**config.mk**
```make
export PLATFORM = sky130hd
export DESIGN_NAME = key_char_ctrl
export DESIGN_NICKNAME = d
export VERILOG_FILES = /design/src/rtl/key_char_pkg.sv /design/src/rtl/key_char_fifo.sv /design/src/rtl/key_char_ctrl.sv
export SDC_FILE = /design/constraint.sdc
export NUM_CORES = 1
export LEC_CHECK = 0
export CORE_MARGIN = 2
export CORE_UTILIZATION = 50
export CTS_CLUSTER_DIAMETER = 200
export DETAILED_ROUTE_END_ITERATION = 10
export MAX_ROUTING_LAYER = met4
export PLACE_DENSITY = 0.84
export SLEW_MARGIN = 20
export SYNTH_ARGS = -nofsm -noshare
export SYNTH_HDL_FRONTEND = slang
export SYNTH_SLANG_ARGS = --single-unit
export TNS_END_PERCENT = 1
```
**constraint.sdc**
```tcl
create_clock -name clk -period 2.3 [get_ports clk]
set_clock_uncertainty 0.1 [all_clocks]
set_input_delay 0.69 -clock clk [delete_from_list [all_inputs] [get_ports clk]]
set_output_delay 0.69 -clock clk [all_outputs]
set_load 0.005 [all_outputs]
```
**src/rtl/key_char_pkg.sv**
```systemverilog
// key_char_pkg: parser states, PS/2 set-2 scan constants and scan-to-ASCII lookup.
package key_char_pkg;

    typedef enum logic [1:0] {IDLE, EXT, BRK, EXT_BRK} state_e;

    localparam logic [7:0] SC_EXT    = 8'hE0;
    localparam logic [7:0] SC_BRK    = 8'hF0;
    localparam logic [7:0] SC_LSHIFT = 8'h12;
    localparam logic [7:0] SC_RSHIFT = 8'h59;
    localparam logic [7:0] SC_CAPS   = 8'h58;

    // Letters come back lowercase; 0x00 marks an unmapped code.
    function automatic logic [7:0] scan_to_ascii(input logic [7:0] sc);
        case (sc)
            8'h1C: return 8'h61;
            8'h32: return 8'h62;
            8'h21: return 8'h63;
            8'h23: return 8'h64;
            8'h24: return 8'h65;
            8'h2B: return 8'h66;
            8'h34: return 8'h67;
            8'h33: return 8'h68;
            8'h43: return 8'h69;
            8'h3B: return 8'h6A;
            8'h42: return 8'h6B;
            8'h4B: return 8'h6C;
            8'h3A: return 8'h6D;
            8'h31: return 8'h6E;
            8'h44: return 8'h6F;
            8'h4D: return 8'h70;
            8'h15: return 8'h71;
            8'h2D: return 8'h72;
            8'h1B: return 8'h73;
            8'h2C: return 8'h74;
            8'h3C: return 8'h75;
            8'h2A: return 8'h76;
            8'h1D: return 8'h77;
            8'h22: return 8'h78;
            8'h35: return 8'h79;
            8'h1A: return 8'h7A;
            8'h45: return 8'h30;
            8'h16: return 8'h31;
            8'h1E: return 8'h32;
            8'h26: return 8'h33;
            8'h25: return 8'h34;
            8'h2E: return 8'h35;
            8'h36: return 8'h36;
            8'h3D: return 8'h37;
            8'h3E: return 8'h38;
            8'h46: return 8'h39;
            8'h29: return 8'h20;
            8'h5A: return 8'h0D;
            8'h66: return 8'h08;
            default: return 8'h00;
        endcase
    endfunction

endpackage

```
**src/rtl/key_char_fifo.sv**
```systemverilog
// key_char_fifo: 4x8 show-ahead FIFO with occupancy count; head reads 0x00 when empty.
module key_char_fifo (
    input  logic       clk,
    input  logic       rst_n,
    input  logic       push_i,
    input  logic [7:0] data_i,
    input  logic       pop_i,
    output logic [7:0] data_o,
    output logic [2:0] count_o,
    output logic       full_o,
    output logic       empty_o
);
    logic [7:0] mem_q [4];
    logic [1:0] wr_q, rd_q;
    logic [2:0] count_q;
    logic       pop_ok, push_ok;

    assign empty_o = count_q == 3'd0;
    assign full_o  = count_q == 3'd4;
    assign count_o = count_q;
    assign data_o  = empty_o ? 8'h00 : mem_q[rd_q];
    assign pop_ok  = pop_i && !empty_o;
    // A pop in the same cycle frees the slot, so a push at full still lands.
    assign push_ok = push_i && (!full_o || pop_ok);

    always_ff @(posedge clk or negedge rst_n) begin
        if (!rst_n) begin
            wr_q    <= 2'd0;
            rd_q    <= 2'd0;
            count_q <= 3'd0;
        end else begin
            wr_q    <= wr_q + {1'b0, push_ok};
            rd_q    <= rd_q + {1'b0, pop_ok};
            count_q <= count_q + {2'b0, push_ok} - {2'b0, pop_ok};
        end
    end

    always_ff @(posedge clk) begin
        if (push_ok) mem_q[wr_q] <= data_i;
    end
endmodule

```
**src/rtl/key_char_ctrl.sv**
```systemverilog
// key_char_ctrl: PS/2 set-2 byte parser with shift/caps tracking feeding a character FIFO.
module key_char_ctrl
    import key_char_pkg::*;
(
    input  logic       clk,
    input  logic       rst_n,
    input  logic       key_valid,
    input  logic [7:0] key_code,
    input  logic       char_ready,
    output logic       char_valid,
    output logic [7:0] char_data,
    output logic       mode_caps,
    output logic       shift_held,
    output logic [2:0] fifo_count,
    output logic       overflow
);
    state_e     state_q;
    logic       lsh_q, rsh_q, caps_held_q, mode_caps_q, ovf_q;
    logic       is_e0, is_f0, is_make, is_break, upper, letter, push, pop, full, empty;
    logic [7:0] lower, push_data;

    assign is_e0     = key_code == SC_EXT;
    assign is_f0     = key_code == SC_BRK;
    assign is_make   = key_valid && state_q == IDLE && !is_e0 && !is_f0;
    assign is_break  = key_valid && state_q == BRK;
    assign lower     = scan_to_ascii(key_code);
    assign letter    = lower >= 8'h61 && lower <= 8'h7A;
    assign upper     = mode_caps_q ^ shift_held;
    assign push_data = (upper && letter) ? lower - 8'h20 : lower;
    assign push      = is_make && lower != 8'h00;
    assign pop       = char_valid && char_ready;

    assign char_valid = !empty;
    assign mode_caps  = mode_caps_q;
    assign shift_held = lsh_q | rsh_q;
    assign overflow   = ovf_q;

    always_ff @(posedge clk or negedge rst_n) begin
        if (!rst_n) begin
            state_q     <= IDLE;
            lsh_q       <= 1'b0;
            rsh_q       <= 1'b0;
            caps_held_q <= 1'b0;
            mode_caps_q <= 1'b0;
            ovf_q       <= 1'b0;
        end else begin
            if (key_valid)
                state_q <= (state_q == IDLE && is_e0) ? EXT :
                           (state_q == IDLE && is_f0) ? BRK :
                           (state_q == EXT  && is_f0) ? EXT_BRK : IDLE;
            lsh_q <= (is_make && key_code == SC_LSHIFT) ? 1'b1 :
                     (is_break && key_code == SC_LSHIFT) ? 1'b0 : lsh_q;
            rsh_q <= (is_make && key_code == SC_RSHIFT) ? 1'b1 :
                     (is_break && key_code == SC_RSHIFT) ? 1'b0 : rsh_q;
            // Typematic repeats of caps arrive as makes while held; only the first toggles.
            if (is_make && key_code == SC_CAPS && !caps_held_q) begin
                mode_caps_q <= ~mode_caps_q;
                caps_held_q <= 1'b1;
            end
            if (is_break && key_code == SC_CAPS) caps_held_q <= 1'b0;
            ovf_q <= push && full && !pop;
        end
    end

    key_char_fifo u_fifo (
        .clk     (clk),
        .rst_n   (rst_n),
        .push_i  (push),
        .data_i  (push_data),
        .pop_i   (pop),
        .data_o  (char_data),
        .count_o (fifo_count),
        .full_o  (full),
        .empty_o (empty)
    );
endmodule

```
==> flow_metrics.py <==
metrics = {
    "routing": {
        "dr_total_vias": 2700,
        "wl_met1_um": 3170,
        "wire_per_inst_um": 18.3,
        "wl_met3_um": 381,
        "antenna_left": 0,
        "drt_iter0_drc": 151,
        "firstDrtPassIters": 4,
        "drcViolationCount": 0,
        "wl_met2_um": 4540,
        "viasPerCell": 5.79,
        "dr.max_layer_used": "met4",
        "routed_wl_um": 8540,
    },
    "clock_network": {
        "hold_buffers": 0,
        "clockRootBuffer": "clkbuf_8",
        "tritoncts": "yes",
        "htreeDepth": 2,
        "ctsLongestPathBuffers": 2,
        "insertion_delay_ns": 0.30,
        "cts_num_sinks": 46,
        "path_clk_slew_ns": 0.08,
        "cts_buffers": 5,
    },
    "sta": {
        "fin_crit_ns": 3.36,
        "fmax_mhz": 297,
        "finalSetupViolations": 63,
        "tightest_slew_ns": 0.667,
        "fin_tns_setup_ns": -46.76,
        "hold_viol": 0,
        "setup_ws_ns": -1.06,
        "slew_viol_final": 0,
        "slew_headroom_pct": 55.1,
        "period_share_pct": 146,
        "grt_setup_unrepaired": "true",
    },
    "floorplan": {
        "chipWidth_um": 81.2,
        "die_y_um": 81.2,
        "fp-row-count": 28,
        "core-area_sq_um": 5850,
        "io_pins": 27,
        "die-area_sq_um": 6590,
        "start_util_pct": 50.9,
    },
    "layout": {
        "drive_gt1_share_pct": 45.5,
        "areaGrowthSynthToFinish_pct": 49.0,
        "num-fill-cells": 366,
        "antenna_cells": 0,
        "fin_nets": 415,
        "final_util_pct": 75.9,
    },
    "global_routing": {
        "overflow": 0,
        "grt_pass1_vias": 2707,
        "grt_pass1_wl_um": 13000,
        "antenna_found_initial": 0,
        "grtUsageTotal_pct": 27.1,
        "grt_max_degree": 15,
    },
    "yosys": {
        "netlist_area_sq_um": 2980,
        "synth_common_cells": "edfxtp_1, nor2b_1, nor2_1",
        "synth_area_leaders": "edfxtp_1, dfrtp_1, mux4_2",
        "yosys.area.top_type": "edfxtp_1",
        "async_reset_ff_share_pct": 30.4,
        "syn-mean-instance-area_sq_um": 11.1,
        "syn_inst": 269,
        "synthFlopType": "edfxtp_1",
        "yosysUniqueCellTypes": 64,
        "synth_most_common_cell": "edfxtp_1",
        "synth.net_count": 294,
        "yosys_warnings": 0,
        "synth-seq-cells": 46,
        "synth_top_area_share_pct": 32.3,
        "ys_seq_area_share_pct": 44.0,
        "synth_edf_count": 32,
    },
    "critical_path": {
        "required_ns": 2.38,
        "path_max_fanout": 4,
        "crit_type": "input pin to register",
        "cp-end-kind": "register",
        "crit_path_start_kind": "input pin",
        "worstPathArrival_ns": 3.45,
    },
    "placement": {
        "gp_congestion": 0.974,
        "portBuffers": 26,
        "dp_hpwl_um": 5750,
        "place_ws_ns": -1.92,
    },
    "power": {
        "p_per_area_nw_per_um2": 690,
        "leakage_nw": 1.84,
        "p_total_mw": 3.06,
        "peakVddDrop_uv": 741,
    },
    "flow_run": {
        "maxCapViolations": 0,
    },
    "hold_path": {
        "min_path_type": "register to register",
    },
    "run_status": {
        "outcome": "complete, but fails checks",
        "violations": "negative setup slack",
    },
}
sequential cells by signal, indices dropped and copies added, names as in the netlist, 2 cells and up:
name,count
state_q,2
u_fifo.count_o,3
u_fifo.mem_q,32
u_fifo.rd_q,2
u_fifo.wr_q,2
metrics by stage:
step | hold WS (ns) | cells | instance area, sq um
floorplan | 0.294 | 269 | 3030
global placement | 0.375 | 434 | 3930
detailed placement | 0.380 | 434 | 3930
CTS | 0.402 | 458 | 4350
global route | 0.421 | 466 | 4440
finish | 0.402 | 466 | 4440
layout make-up:
type	count	area, sq um	area share, %
Sequential cell	46	1310	29.5
Tap cell	75	93.8	2.11
Inverter	14	67.6	1.52
Clock inverter	2	37.5	0.846
Clock buffer	6	72.6	1.64
Multi-Input combinational cell	193	1750	39.4
Timing Repair Buffer	130	1100	24.9
cell families (layout without fill, tap and decap cells):
kind of cell / count (synthesis) / count (layout) / share of synthesized area, %
AND/OR/NAND/NOR: 96 / 96 / 19.0
AO/OA/AOI/OAI: 63 / 63 / 16.1
flip-flops: 46 / 46 / 44.0
buffers and inverters: 30 / 152 / 4.79
multiplexers: 15 / 15 / 8.53
adder cells (fa/ha/maj): 13 / 13 / 5.71
XOR/XNOR: 6 / 6 / 1.76
report_power, final:
| part | switching, mW | leakage, nW | total (mW) | internal [mW] |
|---|---|---|---|---|
| Clock | 0.262 | 0.0514 | 0.586 | 0.324 |
| Combinational | 0.564 | 1.32 | 1.31 | 0.750 |
| Sequential | 0.124 | 0.477 | 1.16 | 1.04 |
what timing repair did:
| item | 4_1_cts | 5_1_grt |
|---|---|---|
| setup endpoints to repair | 85 | 63 |
| pin swaps | 21 | 15 |
| setup buffers | 14 | 8 |
| cloned | 2 | 0 |
| gates resized for setup | 87 | 18 |
path summary, 6_finish.rpt:
| check | end | startpoint | cells after the start | slack [ns] |
|---|---|---|---|---|
| min in group asynchronous | u_fifo.wr_q[1] | rst_n | 1 | 0.69 |
| min | caps_held_q | caps_held_q | 1 | 0.40 |
| max reg2reg | u_fifo.count_o[2] | u_fifo.count_o[2] | 8 | 0.08 |
| max | u_fifo.count_o[2] | key_code[1] | 16 | -1.06 |
| max in group asynchronous | u_fifo.count_o[0] | rst_n | 1 | 1.00 |
| min reg2reg | caps_held_q | caps_held_q | 1 | 0.40 |
worst max-delay path: stages:
cell	delay [ns]
buf_12	0.12
inv_8	0.05
ha_4	0.20
buf_4	0.13
buf_4	0.13
a21oi_1	0.19
o21ai_0	0.14
o211ai_1	0.15
o21ai_1	0.09
or4b_4	0.55
o21ai_4	0.17
nor2_4	0.06
ha_4	0.15
fa_2	0.35
xor2_2	0.16
xnor2_1	0.13
layer usage:
layer  GRT usage (%)  up-vias
met1            27.6     1297
met3            4.67       39
met2            48.7      111
li1                -     1253
met4            16.1        0
met5               -        -
cell usage in the layout, fill, tap and decap left out, types with 3 or more instances in the layout:
master           instances
a21oi_1                 12
ha_1                     6
edfxtp_1                32
xor2_1                   4
buf_6                    9
nand2_1                 13
mux4_2                   8
nor4_1                   3
o21ai_1                  3
dfrtp_1                 14
mux2_2                   3
clkbuf_2                 7
o21a_1                   4
a31oi_1                  3
nand3_1                  3
inv_1                   12
nor2b_4                  3
buf_12                   5
o211ai_1                 6
dlygate4sd2_1            3
buf_2                    4
clkbuf_8                 5
mux2i_1                  4
o21ai_0                 10
nor2_1                  12
nor3_1                   7
nand2b_1                 7
buf_4                   89
nor2b_1                 17
ha_4                     6
clkdlybuf4s50_1         10
Power figures use the tool's default switching activity.
